## src/rtl/load_store_unit.sv

```systemverilog
// load_store_unit
//   Bridges the RV32I execute stage and a byte-addressed, word-wide data
//   memory. Loads (LB/LH/LW/LBU/LHU) become one aligned word read followed by
//   lane extraction and sign/zero extension. SW is a single word write. SB/SH
//   are read-modify-write: the word is read, the addressed lanes are replaced,
//   and the merged word is written back. Misaligned, out-of-range and illegal
//   funct3 requests skip the memory entirely and respond with an error.
//
// Ports
//   clk, rst_n   clock (rising edge) and asynchronous active-low reset
//   req_valid    core presents a request; accepted when req_ready is high
//   req_ready    high only while idle
//   req_write    1 = store, 0 = load
//   req_funct3   RV32I funct3 selecting access width and extension
//   req_addr     byte address
//   req_wdata    store data (low byte/halfword used for SB/SH)
//   resp_valid   one-cycle completion pulse
//   resp_rdata   extended load data; 0 for stores and errors
//   resp_err     misaligned / out-of-range / illegal funct3, valid with resp_valid
//   mem_address  word-aligned address, held until the next acceptance
//   mem_read     read enable (memory read data is combinational)
//   mem_write    write enable (memory commits the word at the next rising edge)
//   mem_wdata    full word to write
//   mem_rdata    memory read data

module load_store_unit #(
    parameter int unsigned   AW   = 32,
    parameter int unsigned   DW   = 32,
    parameter logic [AW-1:0] BASE = 'h1000,
    parameter int unsigned   SIZE = 1024
) (
    input  logic          clk,
    input  logic          rst_n,
    input  logic          req_valid,
    output logic          req_ready,
    input  logic          req_write,
    input  logic [2:0]    req_funct3,
    input  logic [AW-1:0] req_addr,
    input  logic [DW-1:0] req_wdata,
    output logic          resp_valid,
    output logic [DW-1:0] resp_rdata,
    output logic          resp_err,
    output logic [AW-1:0] mem_address,
    output logic          mem_read,
    output logic          mem_write,
    output logic [DW-1:0] mem_wdata,
    input  logic [DW-1:0] mem_rdata
);

    localparam logic [1:0] S_IDLE = 2'd0;
    localparam logic [1:0] S_RD   = 2'd1;
    localparam logic [1:0] S_WR   = 2'd2;
    localparam logic [1:0] S_RESP = 2'd3;

    logic [1:0]    state;

    // Request fields latched at acceptance
    logic [AW-1:0] addr_q;
    logic [2:0]    funct3_q;
    logic          write_q;
    logic [15:0]   wdata_q;
    logic [1:0]    off_q;

    // ------------------------------------------------------------------
    // Request checks (evaluated on the live request while idle)
    // ------------------------------------------------------------------
    logic [1:0]    req_off;
    logic [AW-1:0] req_aligned;
    logic [AW:0]   span_lo;
    logic [AW:0]   span_hi;
    logic [AW:0]   mem_lo;
    logic [AW:0]   mem_hi;
    logic          misaligned;
    logic          out_of_range;
    logic          illegal_f3;
    logic          req_err;
    logic          req_is_sw;

    assign req_off     = req_addr[1:0];
    assign req_aligned = {req_addr[AW-1:2], 2'b00};

    // One extra bit so the top word of the address space cannot wrap
    assign span_lo = {1'b0, req_aligned};
    assign span_hi = span_lo + (AW+1)'(3);
    assign mem_lo  = {1'b0, BASE};
    assign mem_hi  = mem_lo + (AW+1)'(SIZE) - (AW+1)'(1);

    assign out_of_range = (span_lo < mem_lo) || (span_hi > mem_hi);

    always_comb begin
        misaligned = 1'b0;
        case (req_funct3[1:0])
            2'b01:   misaligned = req_off[0];
            2'b10:   misaligned = (req_off != 2'b00);
            default: misaligned = 1'b0;
        endcase
    end

    always_comb begin
        if (req_write)
            illegal_f3 = req_funct3[2] || (req_funct3[1:0] == 2'b11);
        else
            illegal_f3 = (req_funct3 == 3'b011) || (req_funct3[2:1] == 2'b11);
    end

    assign req_err   = misaligned || out_of_range || illegal_f3;
    assign req_is_sw = req_write && (req_funct3[1:0] == 2'b10);

    // ------------------------------------------------------------------
    // Lane extraction for loads and lane merge for SB/SH
    // ------------------------------------------------------------------
    logic [7:0]    lane_b;
    logic [15:0]   lane_h;
    logic [DW-1:0] load_data;
    logic [DW-1:0] merged;

    assign off_q  = addr_q[1:0];
    assign lane_b = mem_rdata[{off_q, 3'b000} +: 8];
    assign lane_h = mem_rdata[{off_q[1], 4'b0000} +: 16];

    always_comb begin
        case (funct3_q)
            3'b000:  load_data = {{24{lane_b[7]}}, lane_b};
            3'b001:  load_data = {{16{lane_h[15]}}, lane_h};
            3'b100:  load_data = {24'h000000, lane_b};
            3'b101:  load_data = {16'h0000, lane_h};
            default: load_data = mem_rdata;
        endcase
    end

    always_comb begin
        merged = mem_rdata;
        if (funct3_q[0])
            merged[{off_q[1], 4'b0000} +: 16] = wdata_q;
        else
            merged[{off_q, 3'b000} +: 8] = wdata_q[7:0];
    end

    // ------------------------------------------------------------------
    // Control FSM
    // ------------------------------------------------------------------
    always_ff @(posedge clk or negedge rst_n) begin
        if (!rst_n) begin
            state      <= S_IDLE;
            addr_q     <= '0;
            funct3_q   <= '0;
            write_q    <= 1'b0;
            wdata_q    <= '0;
            resp_rdata <= '0;
            resp_err   <= 1'b0;
            mem_wdata  <= '0;
        end else begin
            case (state)
                S_IDLE: begin
                    if (req_valid) begin
                        addr_q     <= req_addr;
                        funct3_q   <= req_funct3;
                        write_q    <= req_write;
                        wdata_q    <= req_wdata[15:0];
                        resp_rdata <= '0;
                        resp_err   <= req_err;
                        if (req_err) begin
                            state <= S_RESP;
                        end else if (req_is_sw) begin
                            mem_wdata <= req_wdata;
                            state     <= S_WR;
                        end else begin
                            state <= S_RD;
                        end
                    end
                end
                S_RD: begin
                    if (write_q) begin
                        mem_wdata <= merged;
                        state     <= S_WR;
                    end else begin
                        resp_rdata <= load_data;
                        state      <= S_RESP;
                    end
                end
                S_WR:    state <= S_RESP;
                S_RESP:  state <= S_IDLE;
                default: state <= S_IDLE;
            endcase
        end
    end

    // Strobes decode straight from the state register so that reset removes
    // mem_write without waiting for a clock edge.
    assign req_ready   = (state == S_IDLE);
    assign mem_read    = (state == S_RD);
    assign mem_write   = (state == S_WR);
    assign resp_valid  = (state == S_RESP);
    assign mem_address = {addr_q[AW-1:2], 2'b00};

endmodule

```

## config.mk

```make
export PLATFORM = sky130hd
export DESIGN_NAME = load_store_unit
export DESIGN_NICKNAME = d
export VERILOG_FILES = /design/src/rtl/load_store_unit.sv
export SDC_FILE = /design/constraint.sdc
export NUM_CORES = 1
export LEC_CHECK = 0
export ABC_CLOCK_PERIOD_IN_PS = 3650
export BUFFER_PORTS_ARGS = -buffer_cell sky130_fd_sc_hd__buf_2
export CAP_MARGIN = 30
export CORE_MARGIN = 1
export CORE_UTILIZATION = 50
export CTS_BUF_LIST = sky130_fd_sc_hd__clkbuf_8
export DETAILED_ROUTE_END_ITERATION = 12
export GPL_ROUTABILITY_DRIVEN = 0
export GPL_TIMING_DRIVEN = 1
export PLACE_DENSITY = 0.76
export SYNTH_ARGS = -nofsm -noshare
export SYNTH_HDL_FRONTEND = slang
export SYNTH_SLANG_ARGS = --single-unit
```

## constraint.sdc

```tcl
create_clock -name clk -period 3.65 [get_ports clk]
set_clock_uncertainty 0.1 [all_clocks]
set_input_delay 0.73 -clock clk [delete_from_list [all_inputs] [get_ports clk]]
set_output_delay 0.73 -clock clk [all_outputs]
set_load 0.05 [all_outputs]
```

## After elaboration in Yosys (flattened, before gate mapping)

Cells that the tools add are included.

- Add/sub/neg operators: 3
- $lt $le $gt $ge: 2
- Equality and inequality tests: 16
- Shift operators: 6
- Multiplexer cells: 19
- Reduce and logical (&&, ||, !) cells: 13

Operators with widths:

| operator | number |
|---|---|
| two-way mux 32 bit | 7 |
| one-hot mux 32 bit (2 select lines) | 2 |
| one-hot mux 32 bit (4 select lines) | 1 |
| bitwise mux 32 bit | 2 |
| adder 32 x 2 -> 33 bit, second input constant | 1 |
| greater-than comparator 33 x 13 -> 1 bit, second input constant | 1 |
| less-than comparator 32 x 13 -> 1 bit, second input constant | 1 |
| variable shift 16 x 7 -> 32 bit, first input constant | 1 |
| variable shift 8 x 7 -> 32 bit, first input constant | 1 |
| variable part select 16 x 7 -> 32 bit | 1 |
| variable part select 32 x 6 -> 16 bit | 1 |
| variable part select 32 x 6 -> 8 bit | 1 |
| variable part select 8 x 7 -> 32 bit | 1 |
| negator 5 -> 7 bit | 2 |
| == test 2 bit, second input constant | 5 |
| one-hot mux 2 bit (4 select lines) | 1 |
| == test 3 bit, second input constant | 2 |
| two-way mux 2 bit | 3 |
| inequality test 2 bit, second input constant | 3 |
| logical OR 1 bit | 5 |
| AND reduction 5 bit | 1 |
| == test 2 x 1 -> 1 bit, second input constant | 2 |
| inequality test 2 x 1 -> 1 bit, second input constant | 2 |
| nonzero test 2 bit | 2 |
| other kinds (9) | 10 |

- Bits in registers: 119
- Bits of input ports: 103
- Output and inout port bits: 101
- Logic and storage cells: 67

## Logic depth before layout (Yosys ltp)

- Depth in word-level cells: 8
- Gate-level depth with buffers: 10
- Depth with buffers taken out: 7

## Worst setup path after synthesis

OpenSTA, ideal clock, no wires.

- Path kind: reg2reg
- Start point: reg addr_q[1]
- End point: reg mem_wdata[10]
- Library setup time: 125 ps
- Arrival: 2402 ps
- Required time: 3425 ps
- Slack: 1023 ps
- Cell stages (with the launch flop): 11
- Buffers on the path: 3
- Clock period less this slack: 2627 ps
- Cell sequence: dfrtp_1 -> buf_2 -> buf_1 -> inv_1 -> ha_1 -> and4b_1 -> clkbuf_1 -> a221oi_1 -> a21oi_1 -> mux2_2 -> mux2_4

- Word-level cells in the longest chain between the ends: 6
- Elaborated cells between the ends (all ways): 11
- Classes of those cells: add/sub: 2; shift: 4; mux: 5

RTL lines:

| element | RTL line | text |
|---|---|---|
| from (decl) | 58 | `logic [AW-1:0] addr_q;` |
| from (signal assigned) | 156 | `addr_q <= req_addr;` |
| negator 5 -> 7 bit, on equally long branches | 134, 136 |  |
| variable part select 16 x 7 -> 32 bit (tied with other cells) | 134 | `merged[{off_q[1], 4'b0000} +: 16] = wdata_q;` |
| bitwise mux 32 bit, on equally long branches | 134, 136 |  |
| two-way mux 32 bit * | 133 | `if (funct3_q[0])` |
| two-way mux 32 bit * | 173 | `if (write_q) begin` |
| one-hot mux 32 bit (2 select lines) * | 153 | `case (state)` |
| to (signal assigned) | 165 | `mem_wdata <= req_wdata;` |
| to (signal assigned) | 174 | `mem_wdata <= merged;` |
| to (decl) | 46 | `output logic [DW-1:0] mem_wdata,` |

Every way passes the cells marked *; elsewhere a longest branch is shown, timed or not. The select of a mux whose other input is x is not followed.
A chain may end at the register's enable or synchronous reset.

## Worst setup path in the final report

- Start point: reg state[1]
- End point: out mem_read

- Word-level cells in the longest chain between the ends: 1

RTL lines:

| element | RTL line | text |
|---|---|---|
| from (decl) | 55 | `logic [1:0] state;` |
| from (signal assigned) | 144 | `state <= S_IDLE;` |
| from (signal assigned) | 163 | `state <= S_RESP;` |
| from (signal assigned) | 166 | `state <= S_WR;` |
| == test 2 x 1 -> 1 bit | 191 | `assign mem_read = (state == S_RD);` |
| to (decl) | 44 | `output logic mem_read,` |

No other way between the ends.

==> out/metrics.cfg <==
[run_status]
status=finished clean

[synthesis]
synthFlopType=dfrtp_1
synthDistinctLibCells=38
yosys_warnings=0
ys_seq_area_frac=0.437
synth_edf_count=0
synth_cells=594
synth_area_leaders=dfrtp_1, mux2_2, mux2_4
synth_area_um2=6810
synth-seq-cells=119
yosys.area.top_type=dfrtp_1
syn_area_per_cell_um2=11.5
synth_top_area_share=0.437
async_flop_share=1.00

[cts]
cts_root_buf=clkbuf_8
clk_pin_slew_ns=0.07
clkLatencyLatePin_ns=0.44
cts_buffers=17
cts_hold_buf=0
cts_max_level=4
post_cts_buffers=0
cts_buffer_depth=2
numClockSinks=119
post_cts_resize_count=0
cts_tree=built

[run]
maxCapViolCount=0

[die]
die_y_um=119
die_w_um=119
row_count=42
io_pins=204
initial_core_util=0.515
core_um2=13200
die_area_um2=14100

[route]
ant_nets=0
viasPerCell=5.89
vias=5569
firstDrtPassIters=7
drtIter0Drc=412
wl_per_cell_um=19.4
drc=0
drt_wl_total_um=18400

[timing]
max_slew_margin=0.524
report.final.slew_viol_count=0
post-route-period-util=0.825
worst_slew_pin_slew_ns=0.714
rsz0062_at_grt=false
hold_viol_final=0
fin_tns_setup_ns=0
final-setup-viol-count=0
min_period_ns=3.01
fmax_mhz=332

[power_and_ir_drop]
cellInternalPower_uw=4740
ir_drop_uv=668
p_sw_uw=4480
power_frac_seq=0.267
pwr-share-clk=0.155
p_comb_frac=0.578
powerDensity_nw_per_um2=1120
p_leak_uw=0.00412
swShare=0.485

[global_routing]
grt_pass1_vias=5534
grt_max_degree=59
grt_overflow=0
track_usage=0.270
grt_first_pass_wirelength_um=29400
antenna_found_initial=0

[worst_setup_path]
r2r_setup_slack_ns=0.80
worstSetupStartpointType=register
worst-setup-path-type=register to output pin
cp_data_arrival_time_ns=2.18
worst-r2r-cell-count=5
cp.required_ns=2.82
crit_path_max_fanout=25
end_kind=output pin

[placed_design]
dpl.hpwl_um=13600
numPortBuffers=201

[finish]
nets=872
diodes=0
final_util=0.624
area_growth_pct=21.3
final_layout_size_suffix_gt1_frac=0.484

[hold_path]
hp-class=input port to async pin

-- sequential cells by signal, summed over array words and instances, names as in the netlist --
register    flops
addr_q         32
funct3_q        3
mem_wdata      32
resp_err        1
resp_rdata     32
state           2
wdata_q        16
write_q         1
-- synth_stat cells (8+ instances only) --
library cell / instances
ha_1: 12
mux2_2: 86
inv_1: 20
mux2i_1: 33
o21ai_0: 13
a21o_1: 9
buf_4: 32
nor2_1: 16
dfrtp_1: 119
a22o_1: 16
mux2_4: 30
nand2b_1: 17
a21oi_1: 39
a221oi_1: 40
clkbuf_1: 32
nand2_1: 32
o31ai_1: 8
-- placed cells by master (no fill, tap or decap), types with 13 or more instances in the layout --
cell type	Yosys	layout
inv_1	20	20
a221oi_1	40	40
nand2_1	32	31
nor2_1	16	16
o21ai_0	13	13
dfrtp_1	119	117
a22o_1	16	16
nand2b_1	17	17
mux2i_1	33	33
buf_2	1	202
mux2_4	30	30
mux2_2	86	86
a21oi_1	39	39
clkbuf_8	0	21
-- cell type report --
class                      instances  area, um2
clock buffer                      21        289
clock inverter                    11        193
fill                            1077       4980
inverter                          20       75.1
multi-input combinational        383       3350
sequential                       119       2980
tap                              176        220
timing repair buffer             216       1160
-- worst max-delay path, cell delays in order (launching register included) --
cell     delay (ns)
dfrtp_1        0.42
inv_1          0.09
ha_1           0.46
buf_4          0.43
buf_2          0.34
-- layer usage --
| layer | GRT usage | vias to the layer above | share of wire |
|---|---|---|---|
| met5 | 0 | - | 0 |
| met4 | 0.0981 | 0 | 0.026 |
| met3 | 0.0777 | 37 | 0.095 |
| met2 | 0.439 | 306 | 0.48 |
| met1 | 0.343 | 2753 | 0.40 |
| li1 | - | 2473 | - |
-- power by group through the flow --
stage                     clock network (uW)  logic, uW  registers, uW
after global routing                    1520       5630           2540
final                                   1430       5330           2460
after detailed placement                   0       5230           2500
after floorplan                            0       3430           3330
after CTS                               1460       5250           2490
after global placement                     0       5080           2470
-- per-stage QoR --
step	cells	area, um2	setup WS (ns)	hold WS, ns	power, uW
floorplan	595	6820	1.02	0.334	6760
global placement	909	7710	0.798	0.357	7550
detailed placement	912	7750	0.740	0.376	7740
CTS	944	8230	0.622	0.231	9200
global route	946	8260	0.537	0.274	9690
finish	946	8260	0.639	0.219	9220
-- cell families after synthesis --
kind of cell	share of synthesized area
AOI/OAI and AO/OA	0.141
adders and majority gates	0.0220
buffers and inverters	0.0723
DFF	0.437
muxes	0.263
other	0.000550
and+or+nand+nor	0.0635
-- path summary, 6_finish.rpt --
path / to / startpoint
min reg2reg: resp_rdata[15] / resp_rdata[15]
min: resp_rdata[1] / rst_n
min in group clk: resp_rdata[15] / resp_rdata[15]
max reg2reg: resp_rdata[14] / addr_q[1]
max in group asynchronous: mem_wdata[27] / rst_n
max: mem_read / state[1]
Note: power is estimated with default switching activity, not from simulation.
